$ cat config.mk
export PLATFORM = sky130hd
export DESIGN_NAME = sig_change_monitor_flat
export DESIGN_NICKNAME = d
export VERILOG_FILES = /design/src/rtl/sig_mon_pkg.sv /design/src/rtl/sig_mon_if.sv /design/src/rtl/sig_mon_fifo.sv /design/src/rtl/sig_change_monitor.sv /design/src/flat_wrapper.sv
export SDC_FILE = /design/constraint.sdc
export NUM_CORES = 1
export LEC_CHECK = 0
export CAP_MARGIN = 25
export CORE_AREA = 5 5 221 266
export DETAILED_ROUTE_END_ITERATION = 7
export DIE_AREA = 0 0 226 271
export GPL_ROUTABILITY_DRIVEN = 0
export PLACE_DENSITY = 0.78
export SLEW_MARGIN = 10
export SYNTH_ARGS = -nofsm -noshare
export SYNTH_HDL_FRONTEND = slang
export SYNTH_HIERARCHICAL = 1
export SYNTH_SLANG_ARGS = --single-unit
export TNS_END_PERCENT = 1
$ cat constraint.sdc
create_clock -name osc_clk -period 7.7 [get_ports osc_clk]
set_input_delay 1.925 -clock osc_clk [delete_from_list [all_inputs] [get_ports osc_clk]]
set_output_delay 1.925 -clock osc_clk [all_outputs]
set_load 0.02 [all_outputs]
$ cat src/rtl/sig_mon_pkg.sv
// Shared constants and width helpers for the signal change monitor.
// Edge-mode encodings plus the field-width arithmetic used by the top and its FIFO.
package sig_mon_pkg;

    localparam logic [1:0] EDGE_ANY  = 2'd0;
    localparam logic [1:0] EDGE_RISE = 2'd1;
    localparam logic [1:0] EDGE_FALL = 2'd2;

    function automatic int ptr_w(input int depth);
        return $clog2(depth);
    endfunction

    // One extra bit so a full FIFO is distinguishable from an empty one.
    function automatic int level_w(input int depth);
        return $clog2(depth) + 1;
    endfunction

    function automatic int rec_w(input int num_ch, input int ts_width);
        return 2 * num_ch + ts_width;
    endfunction

endpackage

$ cat src/rtl/sig_mon_if.sv
// Event record stream: valid/ready handshake carrying one change record.
interface sig_mon_if #(
    parameter int NUM_CH   = 3,
    parameter int TS_WIDTH = 32
) ();

    logic                evt_valid;
    logic                evt_ready;
    logic [NUM_CH-1:0]   evt_changed;
    logic [NUM_CH-1:0]   evt_value;
    logic [TS_WIDTH-1:0] evt_timestamp;

    modport master (
        output evt_valid,
        output evt_changed,
        output evt_value,
        output evt_timestamp,
        input  evt_ready
    );

    modport slave (
        input  evt_valid,
        input  evt_changed,
        input  evt_value,
        input  evt_timestamp,
        output evt_ready
    );

endinterface

$ cat src/rtl/sig_mon_fifo.sv
// Synchronous first-word-fall-through FIFO; the head is read straight from the
// register array and forced to zero while empty.
module sig_mon_fifo
    import sig_mon_pkg::*;
#(
    parameter int WIDTH = 8,
    parameter int DEPTH = 16
) (
    input  logic                      clk,
    input  logic                      rst,
    input  logic                      push,
    input  logic                      pop,
    input  logic [WIDTH-1:0]          din,
    output logic [WIDTH-1:0]          dout,
    output logic [level_w(DEPTH)-1:0] level,
    output logic                      full,
    output logic                      empty
);

    localparam int PW = ptr_w(DEPTH);
    localparam int LW = level_w(DEPTH);
    localparam logic [LW-1:0] DEPTH_L = LW'(DEPTH);

    logic [WIDTH-1:0] mem [DEPTH];
    logic [PW-1:0]    wr_ptr;
    logic [PW-1:0]    rd_ptr;
    logic             do_push;
    logic             do_pop;

    assign empty   = (level == '0);
    assign full    = (level == DEPTH_L);
    assign do_pop  = pop && !empty;
    // A full FIFO still accepts a write when the head leaves on the same edge.
    assign do_push = push && (!full || do_pop);
    assign dout    = empty ? '0 : mem[rd_ptr];

    always_ff @(posedge clk) begin
        if (do_push) begin
            mem[wr_ptr] <= din;
        end
    end

    always_ff @(posedge clk) begin
        if (rst) begin
            wr_ptr <= '0;
            rd_ptr <= '0;
            level  <= '0;
        end else begin
            if (do_push) begin
                wr_ptr <= wr_ptr + 1'b1;
            end
            if (do_pop) begin
                rd_ptr <= rd_ptr + 1'b1;
            end
            case ({do_push, do_pop})
                2'b10:   level <= level + 1'b1;
                2'b01:   level <= level - 1'b1;
                default: level <= level;
            endcase
        end
    end

endmodule

$ cat src/rtl/sig_change_monitor.sv
// Watches NUM_CH status lines and queues one timestamped record per cycle in
// which any enabled channel changes, with drop accounting when the queue is full.
module sig_change_monitor
    import sig_mon_pkg::*;
#(
    parameter int NUM_CH     = 3,
    parameter int TS_WIDTH   = 32,
    parameter int FIFO_DEPTH = 16,
    parameter int DROP_WIDTH = 16
) (
    input  logic                           osc_clk,
    input  logic                           osc_reset,
    input  logic [NUM_CH-1:0]              sig_in,
    input  logic [NUM_CH-1:0]              ch_enable,
    input  logic [1:0]                     edge_mode,
    sig_mon_if.master                      evt,
    output logic [level_w(FIFO_DEPTH)-1:0] fifo_level,
    output logic [DROP_WIDTH-1:0]          drop_cnt
);

    localparam int RW = rec_w(NUM_CH, TS_WIDTH);

    typedef struct packed {
        logic [NUM_CH-1:0]   changed;
        logic [NUM_CH-1:0]   value;
        logic [TS_WIDTH-1:0] ts;
    } rec_t;

    logic [NUM_CH-1:0]   samp_q;
    logic [NUM_CH-1:0]   prev_q;
    logic [TS_WIDTH-1:0] ts_cnt;
    logic [TS_WIDTH-1:0] ts_q;
    logic                primed;
    logic [NUM_CH-1:0]   rise;
    logic [NUM_CH-1:0]   fall;
    logic [NUM_CH-1:0]   sel;
    logic [NUM_CH-1:0]   qual;
    logic                push;
    logic                pop;
    logic                full;
    logic                empty;
    rec_t                rec_in;
    rec_t                rec_out;

    // On the priming edge prev_q takes the same sample as samp_q, so the
    // power-up value is compared against itself and never raises a record.
    always_ff @(posedge osc_clk) begin
        if (osc_reset) begin
            samp_q <= '0;
            prev_q <= '0;
            ts_cnt <= '0;
            ts_q   <= '0;
            primed <= 1'b0;
        end else begin
            samp_q <= sig_in;
            prev_q <= primed ? samp_q : sig_in;
            ts_q   <= ts_cnt;
            ts_cnt <= ts_cnt + 1'b1;
            primed <= 1'b1;
        end
    end

    always_comb begin
        rise = samp_q & ~prev_q;
        fall = ~samp_q & prev_q;
        case (edge_mode)
            EDGE_RISE: sel = rise;
            EDGE_FALL: sel = fall;
            default:   sel = rise | fall;
        endcase
        qual = sel & ch_enable;
        push = primed && (qual != '0);
    end

    assign rec_in = '{changed: qual, value: samp_q, ts: ts_q};
    assign pop    = evt.evt_valid && evt.evt_ready;

    sig_mon_fifo #(
        .WIDTH (RW),
        .DEPTH (FIFO_DEPTH)
    ) u_fifo (
        .clk   (osc_clk),
        .rst   (osc_reset),
        .push  (push),
        .pop   (pop),
        .din   (rec_in),
        .dout  (rec_out),
        .level (fifo_level),
        .full  (full),
        .empty (empty)
    );

    assign evt.evt_valid     = !empty;
    assign evt.evt_changed   = rec_out.changed;
    assign evt.evt_value     = rec_out.value;
    assign evt.evt_timestamp = rec_out.ts;

    // Counts records refused by a full FIFO; holds at all-ones.
    always_ff @(posedge osc_clk) begin
        if (osc_reset) begin
            drop_cnt <= '0;
        end else if (push && full && !pop && (drop_cnt != {DROP_WIDTH{1'b1}})) begin
            drop_cnt <= drop_cnt + 1'b1;
        end
    end

endmodule

$ cat src/flat_wrapper.sv
// flat-port wrapper written by rule: the top's interface ports become plain ports
module sig_change_monitor_flat import sig_mon_pkg::*;
#(
    parameter int NUM_CH     = 3,
    parameter int TS_WIDTH   = 32,
    parameter int FIFO_DEPTH = 16,
    parameter int DROP_WIDTH = 16
)
  (osc_clk, osc_reset, sig_in, ch_enable, edge_mode, fifo_level, drop_cnt, evt_evt_valid, evt_evt_changed, evt_evt_value, evt_evt_timestamp, evt_evt_ready);
  sig_mon_if #(.NUM_CH(NUM_CH), .TS_WIDTH(TS_WIDTH)) evt_i ();
  input  logic osc_clk;
  input  logic osc_reset;
  input  logic [NUM_CH-1:0] sig_in;
  input  logic [NUM_CH-1:0] ch_enable;
  input  logic [1:0] edge_mode;
  output logic [level_w(FIFO_DEPTH)-1:0] fifo_level;
  output logic [DROP_WIDTH-1:0] drop_cnt;
  output wire logic [$bits(evt_i.evt_valid)-1:0] evt_evt_valid;
  output wire logic [$bits(evt_i.evt_changed)-1:0] evt_evt_changed;
  output wire logic [$bits(evt_i.evt_value)-1:0] evt_evt_value;
  output wire logic [$bits(evt_i.evt_timestamp)-1:0] evt_evt_timestamp;
  input wire logic [$bits(evt_i.evt_ready)-1:0] evt_evt_ready;
  assign evt_evt_valid = evt_i.evt_valid;
  assign evt_evt_changed = evt_i.evt_changed;
  assign evt_evt_value = evt_i.evt_value;
  assign evt_evt_timestamp = evt_i.evt_timestamp;
  assign evt_i.evt_ready = evt_evt_ready;
  sig_change_monitor #(.NUM_CH(NUM_CH), .TS_WIDTH(TS_WIDTH), .FIFO_DEPTH(FIFO_DEPTH), .DROP_WIDTH(DROP_WIDTH)) u_core (.osc_clk(osc_clk), .osc_reset(osc_reset), .sig_in(sig_in), .ch_enable(ch_enable), .edge_mode(edge_mode), .evt(evt_i), .fifo_level(fifo_level), .drop_cnt(drop_cnt));
endmodule
==> flow_summary.rst, run 1 <==
.. list-table::
   :header-rows: 1

   * - Metric
     - Value
   * - Effective utilization at floorplan
     - 49.5%
   * - Flop and latch count out of synthesis
     - 712
   * - Final cell count without fillers
     - 2,298
   * - Buffers added on ports
     - 70
   * - Most frequent cell on the critical path
     - sky130_fd_sc_hd__buf_4
   * - Met1 routed wirelength after detailed routing
     - 22,800 um
   * - Pin count of the biggest net entering global routing
     - 71
   * - Flop2flop setup slack
     - 3480 ps
   * - Fraction of layout cells with a size suffix above 1
     - 23.0%
   * - Power share of the clock group
     - 36.0%
   * - Highest Clock Rate
     - 0.174 GHz
   * - Number of max-capacitance violations reported
     - 0
   * - Reg2reg start
     - u_core/samp_q[2]$_SDFF_PP0_
   * - Slowest cell on the critical path
     - sky130_fd_sc_hd__buf_4
   * - Number of synthesized flops with an enable pin
     - 608
   * - DR WL met3
     - 3370 um
   * - Combinational share of power
     - 17.3%
   * - Clock latency of the later-clocked register in the worst-skew pair
     - 590 ps
   * - Switching power of the nets
     - 2.31 mW
   * - Critical Path Source Type
     - register
   * - Number of clock sinks
     - 712
   * - Total count of max-transition violations in the final report
     - 0
   * - Number of remaining DRC errors
     - 0
   * - Via count
     - 13,800
   * - # Post-CTS Setup Buffers
     - 0
   * - Area enclosed by the die boundary
     - 61,200 um^2
   * - Longest Clk Path Bufs
     - 3
   * - Commonest non-fill, non-tap cell in the layout
     - sky130_fd_sc_hd__edfxtp_1
   * - DIE WIDTH
     - 226 um
   * - Sum of met2 wire segment lengths after detailed routing
     - 29,300 um
   * - FFs w/ async S/R, synth
     - 0%
   * - Final critical-path required period
     - 5750 ps
   * - Total negative slack for setup checks
     - 0 ps
   * - Critical path's largest stage delay
     - 730 ps
   * - Count of hold buffers inserted by post-cts repair
     - 0
   * - Drt first-iter violations
     - 1,262
   * - Register share of total power
     - 46.6%
   * - Routed Antenna Nets
     - 0
   * - Synthesized instance count
     - 1,422
   * - First-pass iteration count of the detailed router
     - 5
   * - Synth cell types
     - 60
   * - Run status
     - completed
   * - All-layer global routing usage
     - 18.6%
   * - Clock-pin slew of the registers on the worst-case setup and hold paths
     - 70 ps
   * - Capture instance of the worst register-to-register path
     - u_core/u_fifo/mem[8][3]$_DFFE_PP_
   * - Worst Path Class, Setup
     - register to output pin
   * - Maximum fanout along the worst path
     - 53
   * - Clock tree from TritonCTS
     - done
   * - Data required time of the worst path
     - 5780 ps
   * - Setup crit end kind
     - output pin
   * - I/O pin count
     - 71
   * - Critical Path End
     - evt_evt_timestamp[21]
   * - Number of antenna cells inserted
     - 0
   * - Avg Synthesized Cell Area
     - 19.4 um^2
   * - RSZ-0062 raised after global routing
     - false
   * - Total overflow reported by the global router
     - 0
   * - Static leakage power
     - 10.3 nW
   * - Sequential element share of the synthesized area
     - 73.7%
   * - Total half-perimeter wirelength after legalization and detailed placement
     - 32,000 um
   * - Area of the core region
     - 55,700 um^2
   * - CP Data Arrival Time
     - 3820 ps
   * - Most used DFF post-synth
     - sky130_fd_sc_hd__edfxtp_1
   * - Number of global-route vias before repair
     - 14,400
   * - Number of gates given a new drive strength after cts
     - 0
   * - Net Sw Frac
     - 24.9%
   * - Power per Cell Area
     - 294 nW/um^2
   * - CTS Buf Count
     - 67
   * - Worst Reg-to-Reg Cells
     - 9
   * - Post-synthesis instance area
     - 27,600 um^2
   * - Total Nets Final
     - 1,548
   * - Vias per std cell
     - 6.00
   * - Setup violations, final
     - 0
   * - First-pass GRT wire length
     - 87,400 um
   * - IR drop worst, VDD
     - 0.221 mV
   * - Root buffer cell
     - sky130_fd_sc_hd__clkbuf_16
   * - Number of endpoints with negative hold slack in the final report
     - 0
   * - Final-layout worst hold slack
     - 483 ps
   * - Transition time of the tightest slew-check pin
     - 1030 ps
   * - Die Y-Extent
     - 271 um
   * - CTS H-Tree Depth
     - 3
   * - Uppermost routed layer
     - met4
   * - Routed WL per cell
     - 24.7 um
   * - Power Internal
     - 6.95 mW
   * - Class of the most critical hold timing path
     - register to register
   * - Cells traversed along the worst timing path
     - buf_4 > nor2b_1 > o21ai_4 > buf_4 > and2b_1 > a221o_1 > clkdlybuf4s50_1
   * - FP Rows
     - 95
   * - Slew headroom
     - 31.4%
   * - Yosys warning count
     - 6
   * - Top library cells by usage in the layout, fill and taps aside
     - sky130_fd_sc_hd__edfxtp_1, sky130_fd_sc_hd__mux4_2, sky130_fd_sc_hd__dfxtp_1
   * - Total wirelength of the detailed-routed design
     - 56,700 um
   * - Number of nets produced by synthesis
     - 1,452
   * - Initial antenna violation count
     - 0
   * - Post-synthesis to final-layout area growth
     - 13.9%
   * - Final worst clock skew
     - 23.1 ps
   * - Final clock period utilization by the worst path
     - 74.7%
   * - Post-placement cell count
     - 2,175
[cell usage after synthesis (5+ instances only)]
cell,n,area (um^2)
sky130_fd_sc_hd__nand3_1,19,95.1
sky130_fd_sc_hd__ha_1,18,225
sky130_fd_sc_hd__buf_2,36,180
sky130_fd_sc_hd__nor4_1,6,37.5
sky130_fd_sc_hd__mux2i_1,8,80.1
sky130_fd_sc_hd__a221o_1,41,410
sky130_fd_sc_hd__nand4_1,16,100
sky130_fd_sc_hd__nor2b_1,72,450
sky130_fd_sc_hd__o31ai_1,10,75.1
sky130_fd_sc_hd__or3_1,10,62.6
sky130_fd_sc_hd__o21a_1,5,37.5
sky130_fd_sc_hd__buf_6,9,101
sky130_fd_sc_hd__o21ai_0,9,45.0
sky130_fd_sc_hd__dfxtp_1,104,2080
sky130_fd_sc_hd__and3_1,13,81.3
sky130_fd_sc_hd__a21oi_1,19,95.1
sky130_fd_sc_hd__mux2_2,38,428
sky130_fd_sc_hd__nor2_1,51,191
sky130_fd_sc_hd__and2b_1,6,45.0
sky130_fd_sc_hd__clkbuf_1,24,90.1
sky130_fd_sc_hd__edfxtp_1,608,18300
sky130_fd_sc_hd__nand2_1,19,71.3
sky130_fd_sc_hd__mux4_2,152,3420
sky130_fd_sc_hd__inv_1,24,90.1
sky130_fd_sc_hd__and2_1,7,43.8
sky130_fd_sc_hd__or4_1,10,75.1
sky130_fd_sc_hd__xor2_1,26,228
sky130_fd_sc_hd__nand2b_1,5,31.3
[sequential cells by signal, summed over array words and instances, names as in the netlist, named ones only]
signal                count
u_core/drop_cnt          16
u_core/prev_q             3
u_core/primed             1
u_core/samp_q             3
u_core/ts_cnt            32
u_core/ts_q              32
u_core/u_fifo/level       5
u_core/u_fifo/mem       608
u_core/u_fifo/rd_ptr      4
u_core/u_fifo/wr_ptr      4
[critical path: cells and delay by family (launching register included)]
kind	cells	cell delay, ps
buffers and inverters	3	1800
DFF	1	600
and+or+nand+nor	2	420
AOI/OAI and AO/OA	2	380
[layer usage]
metal / global-route usage [%] / vias up
met5: 0 / -
li1: - / 5952
met4: 5.35 / 0
met1: 25.3 / 7251
met2: 31.8 / 507
met3: 2.68 / 74
[area by class of cell]
cell class	instances	area, um^2
Timing Repair Buffer	101	963
Multi-Input combinational cell	611	6870
Clock buffer	90	1930
Sequential cell	712	20400
Tap cell	727	910
Inverter	25	93.8
Fill cell	3948	24300
Clock inverter	32	323
[how the worst min path moves through the flow]
stage	startpoint	to	slack (ps)	depth (start not counted)
after floorplan	u_core/ts_cnt[0]$_SDFF_PP0_	u_core/ts_cnt[0]$_SDFF_PP0_	440	1
after global placement	u_core/ts_cnt[0]$_SDFF_PP0_	u_core/ts_cnt[0]$_SDFF_PP0_	470	1
after detailed placement	u_core/ts_cnt[26]$_SDFF_PP0_	u_core/ts_q[26]$_SDFF_PP0_	480	1
after CTS	u_core/ts_cnt[4]$_SDFF_PP0_	u_core/ts_q[4]$_SDFF_PP0_	480	1
after global routing	u_core/ts_cnt[4]$_SDFF_PP0_	u_core/ts_q[4]$_SDFF_PP0_	490	1
final	u_core/ts_cnt[4]$_SDFF_PP0_	u_core/ts_q[4]$_SDFF_PP0_	480	1
[stage by stage]
stage	cell area (um^2)	util [%]	worst slack, ps	power, mW
6_report	31400	56.4	1950	9.25
5_1_grt	31400	56.4	1790	9.59
4_1_cts	31400	56.4	1890	9.34
3_5_place_dp	29200	52.3	1750	6.02
3_3_place_gp	29200	52.3	2000	6.00
2_1_floorplan	27600	-	257	5.43
[cell families after synthesis]
family / after synthesis / synth area share (%)
flip-flops: 712 / 73.7
AND/OR/NAND/NOR: 257 / 5.39
multiplexers: 199 / 14.3
AO/OA/AOI/OAI: 107 / 3.07
buffers and inverters: 99 / 1.77
XOR/XNOR: 29 / 0.920
adder cells (fa/ha/maj): 19 / 0.888
[power by group through the flow]
stage                     Clock (mW)  Sequential, mW  Combinational [mW]
final                           3.33            4.31                1.60
after global routing            3.57            4.33                1.70
after CTS                       3.39            4.32                1.63
after detailed placement           0            4.40                1.62
after global placement             0            4.40                1.61
after floorplan                    0            4.33                1.09
Note: power is estimated with default switching activity, not from simulation.
==> inputs of run 2 (changes only) <==
clock period = 5.1 ns   (was 7.7 ns; I/O delays follow)
==> flow_summary.rst, run 2 (synthesis gave the netlist of run 1 again) <==
.. list-table::
   :header-rows: 1

   * - Metric
     - Value
   * - Static leakage power
     - 10.2 nW
   * - Longest Clk Path Bufs
     - 3
   * - Setup crit end kind
     - output pin
   * - Routed Antenna Nets
     - 0
   * - Total Nets Final
     - 1,544
   * - Routed WL per cell
     - 24.4 um
   * - Number of gates given a new drive strength after cts
     - 0
   * - Post-route design area
     - 31,500 um^2
   * - CP Data Arrival Time
     - 3540 ps
   * - Die Y-Extent
     - 271 um
   * - Clock latency of the later-clocked register in the worst-skew pair
     - 610 ps
   * - Area of the core region
     - 55,700 um^2
   * - Final worst clock skew
     - 11.8 ps
   * - Highest Clock Rate
     - 0.208 GHz
   * - Post-placement cell count
     - 2,177
   * - Number of max-capacitance violations reported
     - 0
   * - Final clock period utilization by the worst path
     - 94.3%
   * - Total overflow reported by the global router
     - 0
   * - Number of remaining DRC errors
     - 0
   * - Total wirelength of the detailed-routed design
     - 56,100 um
   * - IR drop worst, VDD
     - 0.372 mV
   * - Power per Cell Area
     - 426 nW/um^2
   * - Number of antenna cells inserted
     - 0
   * - Fraction of layout cells with a size suffix above 1
     - 23.2%
   * - All-layer global routing usage
     - 18.5%
   * - Number of clock sinks
     - 712
   * - Post-synthesis to final-layout area growth
     - 14.0%
   * - Top library cells by usage in the layout, fill and taps aside
     - sky130_fd_sc_hd__edfxtp_1, sky130_fd_sc_hd__mux4_2, sky130_fd_sc_hd__dfxtp_1
   * - Slew headroom
     - 42.1%
   * - Commonest non-fill, non-tap cell in the layout
     - sky130_fd_sc_hd__edfxtp_1
   * - I/O pin count
     - 71
   * - Clock tree from TritonCTS
     - done
   * - Root buffer cell
     - sky130_fd_sc_hd__clkbuf_16
   * - CTS Buf Count
     - 61
   * - Vias per std cell
     - 5.93
   * - Clock-pin slew of the registers on the worst-case setup and hold paths
     - 70 ps
   * - Number of endpoints with negative hold slack in the final report
     - 0
   * - Transition time of the tightest slew-check pin
     - 867 ps
   * - CTS H-Tree Depth
     - 2
   * - Worst Path Class, Setup
     - register to output pin
   * - Post-detailed-placement cell area
     - 29,500 um^2
   * - Flip-flop count of the largest register after layout
     - 608
   * - Drt first-iter violations
     - 1,052
   * - Setup violations, final
     - 0
   * - Run status
     - completed
   * - First-pass iteration count of the detailed router
     - 5
   * - Via count
     - 13,600
   * - Final cell count without fillers
     - 2,294
   * - Final critical-path required period
     - 4810 ps
   * - Effective utilization at floorplan
     - 49.5%
   * - FP Rows
     - 95
   * - Maximum fanout along the worst path
     - 24
   * - Area enclosed by the die boundary
     - 61,200 um^2
   * - DIE WIDTH
     - 226 um
   * - Buffers added on ports
     - 70
   * - Number of global-route vias before repair
     - 14,500
   * - # Post-CTS Setup Buffers
     - 0
   * - Count of hold buffers inserted by post-cts repair
     - 0
   * - Largest registers
     - u_core/u_fifo/mem (608), u_core/ts_cnt (32), u_core/ts_q (32)
   * - Pin count of the biggest net entering global routing
     - 69
   * - Total count of max-transition violations in the final report
     - 0
   * - Data required time of the worst path
     - 3830 ps
   * - RSZ-0062 raised after global routing
     - false
   * - First-pass GRT wire length
     - 86,900 um
   * - Total half-perimeter wirelength after legalization and detailed placement
     - 30,500 um
   * - Biggest register
     - u_core/u_fifo/mem
   * - Critical Path Source Type
     - register
   * - Initial antenna violation count
     - 0
   * - Class of the most critical hold timing path
     - register to register
## run 2: metrics by stage
step	hold slack (ps)	setup slack (ps)	setup TNS, ps	utilization, %	power (mW)
after global routing	510	181	0	56.5	13.9
after CTS	490	241	0	56.4	13.5
final	491	290	0	56.5	13.4
after global placement	471	466	0	52.9	9.06
after detailed placement	468	389	0	52.9	9.09
after floorplan	445	-110	-16740	-	8.19
## run 2: critical path, cell delays in order (launching register included)
cell and delay, ps:
sky130_fd_sc_hd__dfxtp_1 370, sky130_fd_sc_hd__or4_4 670, sky130_fd_sc_hd__o21ai_4 580, sky130_fd_sc_hd__buf_12 280, sky130_fd_sc_hd__and2b_1 210, sky130_fd_sc_hd__a221o_1 260
sky130_fd_sc_hd__clkdlybuf4s50_1 550
## run 2: routing by layer
metal	vias to the layer above	share of wire, %	track usage, %
met5	-	0	0
met4	0	2.6	5.38
met3	90	5.6	2.36
met2	444	53	32.3
met1	7152	39	24.3
li1	5927	-	-
## run 2: final cells by class
| cell class | count | area (um^2) |
|---|---|---|
| clock buffers | 92 | 1820 |
| clock inverters | 24 | 149 |
| fillers | 3878 | 24300 |
| inverters | 25 | 93.8 |
| multi-input cells | 611 | 6900 |
| flip-flops and latches | 712 | 20400 |
| well taps | 727 | 910 |
| repair buffers | 103 | 1250 |
## run 2: path summary, 6_finish.rpt
kind         cells past startpoint                                 from  slack, ps                                  end
min reg2reg                      1         u_core/ts_cnt[31]$_SDFF_PP0_        490           u_core/ts_q[31]$_SDFF_PP0_
max                              6  u_core/u_fifo/level[3]$_SDFFE_PP0P_        290                 evt_evt_timestamp[4]
max reg2reg                     12          u_core/samp_q[1]$_SDFF_PP0_       1370  u_core/u_fifo/level[4]$_SDFFE_PP0P_
min                              1         u_core/ts_cnt[31]$_SDFF_PP0_        490           u_core/ts_q[31]$_SDFF_PP0_
## run 2: report_power, final
part	switching, mW	internal [mW]
Combinational	1.29	1.19
Clock	1.99	2.47
Sequential	0.119	6.35
==> inputs of run 3 (changes only) <==
SETUP_SLACK_MARGIN = 0.5   (was default)
==> flow_summary.rst, run 3 (synthesis gave the netlist of run 1 again) <==
.. list-table::
   :header-rows: 1

   * - Metric
     - Value
   * - Data required time of the worst path
     - 3830 ps
   * - Total half-perimeter wirelength after legalization and detailed placement
     - 30,500 um
   * - RSZ-0062 raised after global routing
     - false
   * - Post-synthesis to final-layout area growth
     - 14.6%
   * - All-layer global routing usage
     - 18.6%
   * - Critical Path End
     - evt_evt_timestamp[8]
   * - CTS H-Tree Depth
     - 2
   * - Effective utilization at floorplan
     - 49.5%
   * - Commonest non-fill, non-tap cell in the layout
     - sky130_fd_sc_hd__edfxtp_1
   * - Transition time of the tightest slew-check pin
     - 869 ps
   * - CP Data Arrival Time
     - 3210 ps
   * - FP Rows
     - 95
   * - Number of global-route vias before repair
     - 14,600
   * - Routed WL per cell
     - 24.6 um
   * - Critical path's largest stage delay
     - 670 ps
   * - Static leakage power
     - 10.3 nW
   * - Biggest register
     - u_core/u_fifo/mem
   * - Number of clock sinks
     - 712
   * - Reg2reg start
     - u_core/samp_q[1]$_SDFF_PP0_
   * - Clock tree from TritonCTS
     - done
   * - WHS Path Cells
     - 1
   * - Via count
     - 13,800
   * - Longest Clk Path Bufs
     - 3
   * - Total negative slack for setup checks
     - 0 ps
   * - Final worst clock skew
     - 13.5 ps
   * - Number of antenna cells inserted
     - 0
   * - Vias per std cell
     - 5.97
   * - Slowest cell on the critical path
     - sky130_fd_sc_hd__or4_4
   * - Area of the core region
     - 55,700 um^2
   * - Power per Cell Area
     - 425 nW/um^2
   * - Final critical-path required period
     - 4490 ps
   * - Largest registers
     - u_core/u_fifo/mem (608), u_core/ts_cnt (32), u_core/ts_q (32)
   * - Number of remaining DRC errors
     - 0
   * - Total Nets Final
     - 1,557
   * - Initial antenna violation count
     - 0
   * - Clock-pin slew of the registers on the worst-case setup and hold paths
     - 70 ps
   * - Number of endpoints with negative hold slack in the final report
     - 0
   * - I/O pin count
     - 71
   * - Total overflow reported by the global router
     - 0
   * - Flip-flop count of the largest register after layout
     - 608
   * - Highest Clock Rate
     - 0.223 GHz
   * - Root buffer cell
     - sky130_fd_sc_hd__clkbuf_16
   * - Setup crit end kind
     - output pin
   * - CTS Buf Count
     - 61
   * - Top library cells by usage in the layout, fill and taps aside
     - sky130_fd_sc_hd__edfxtp_1, sky130_fd_sc_hd__mux4_2, sky130_fd_sc_hd__dfxtp_1
   * - Critical Path Source Type
     - register
   * - Buffers added on ports
     - 70
   * - Capture instance of the worst register-to-register path
     - u_core/u_fifo/level[4]$_SDFFE_PP0P_
   * - Drt first-iter violations
     - 1,102
   * - First-pass iteration count of the detailed router
     - 6
   * - Routed Antenna Nets
     - 0
   * - Post-detailed-placement cell area
     - 29,500 um^2
   * - Number of max-capacitance violations reported
     - 0
   * - Fraction of layout cells with a size suffix above 1
     - 23.8%
   * - Run status
     - completed
   * - Final-layout worst hold slack
     - 493 ps
   * - Post-route design area
     - 31,600 um^2
   * - Slew headroom
     - 42.0%
   * - DIE WIDTH
     - 226 um
   * - Most frequent cell on the critical path
     - sky130_fd_sc_hd__nor2_4
   * - Final clock period utilization by the worst path
     - 88.0%
   * - Pin count of the biggest net entering global routing
     - 69
   * - Clock latency of the later-clocked register in the worst-skew pair
     - 610 ps
   * - Startpoint of the worst setup timing path
     - u_core/u_fifo/level[3]$_SDFFE_PP0P_
   * - Worst Reg-to-Reg Cells
     - 12
   * - Cells traversed along the worst timing path
     - or4_4 > nor2_4 > nor2_4 > buf_6 > a221o_1 > clkdlybuf4s50_1
   * - Die Y-Extent
     - 271 um
   * - Total count of max-transition violations in the final report
     - 0
   * - First-pass GRT wire length
     - 87,500 um
   * - Maximum fanout along the worst path
     - 38
   * - Area enclosed by the die boundary
     - 61,200 um^2
   * - Flop2flop setup slack
     - 1390 ps
   * - Total wirelength of the detailed-routed design
     - 56,800 um
   * - Setup violations, final
     - 0
   * - Worst Path Class, Setup
     - register to output pin
   * - IR drop worst, VDD
     - 0.372 mV
   * - Class of the most critical hold timing path
     - register to register
[run 3: critical path: cells and delay by family, from the launching register on]
family                 cells  cell delay (ps)
AND/OR/NAND/NOR            3              950
AO/OA/AOI/OAI              1              460
buffers and inverters      2              810
flip-flops                 1              370
[run 3: worst min path at each step]
stage | end | slack, ps | start
2_1_floorplan | u_core/ts_cnt[0]$_SDFF_PP0_ | 440 | u_core/ts_cnt[0]$_SDFF_PP0_
3_3_place_gp | u_core/ts_cnt[31]$_SDFF_PP0_ | 470 | u_core/ts_cnt[31]$_SDFF_PP0_
3_5_place_dp | u_core/ts_q[31]$_SDFF_PP0_ | 470 | u_core/ts_cnt[31]$_SDFF_PP0_
4_1_cts | u_core/ts_q[31]$_SDFF_PP0_ | 490 | u_core/ts_cnt[31]$_SDFF_PP0_
5_1_grt | u_core/ts_q[9]$_SDFF_PP0_ | 510 | u_core/ts_cnt[9]$_SDFF_PP0_
6_report | u_core/ts_q[31]$_SDFF_PP0_ | 490 | u_core/ts_cnt[31]$_SDFF_PP0_
[run 3: layout make-up]
| type | count | area (um^2) |
|---|---|---|
| Clock buffer | 92 | 1820 |
| Clock inverter | 24 | 149 |
| Fill cell | 3859 | 24100 |
| Inverter | 25 | 93.8 |
| Multi-Input combinational cell | 611 | 6900 |
| Sequential cell | 712 | 20400 |
| Tap cell | 727 | 910 |
| Timing Repair Buffer | 116 | 1410 |
[run 3: per-layer routing]
metal  wire [um]  GRT usage, %  vias up
met5           0             0        -
met4        1460          5.46        0
met3        3150          2.44       96
met2       30000          32.6      456
met1       22200          24.5     7258
li1            -             -     5968
[run 3: timing repair]
item	4_1_cts	5_1_grt
pin swaps	1	0
cloned	0	1
buffers inserted	3	9
setup endpoints to repair	37	28
hold buffers	0	0
gates resized for setup	1	1
[run 3: through the flow]
step	power [mW]	instances	utilization [%]	worst slack, ps
2_1_floorplan	8.19	1422	-	-110
3_3_place_gp	9.06	2177	52.9	466
3_5_place_dp	9.09	2177	52.9	389
4_1_cts	13.5	2296	56.5	469
5_1_grt	14.0	2307	56.7	506
6_report	13.4	2307	56.7	610
[run 3: power breakdown]
part | internal (mW) | switching (mW) | total [mW] | leakage, nW
clock network | 2.47 | 2.00 | 4.48 | 0.983
logic | 1.20 | 1.30 | 2.50 | 2.62
registers | 6.35 | 0.117 | 6.47 | 6.73
total | 10.0 | 3.42 | 13.4 | 10.3
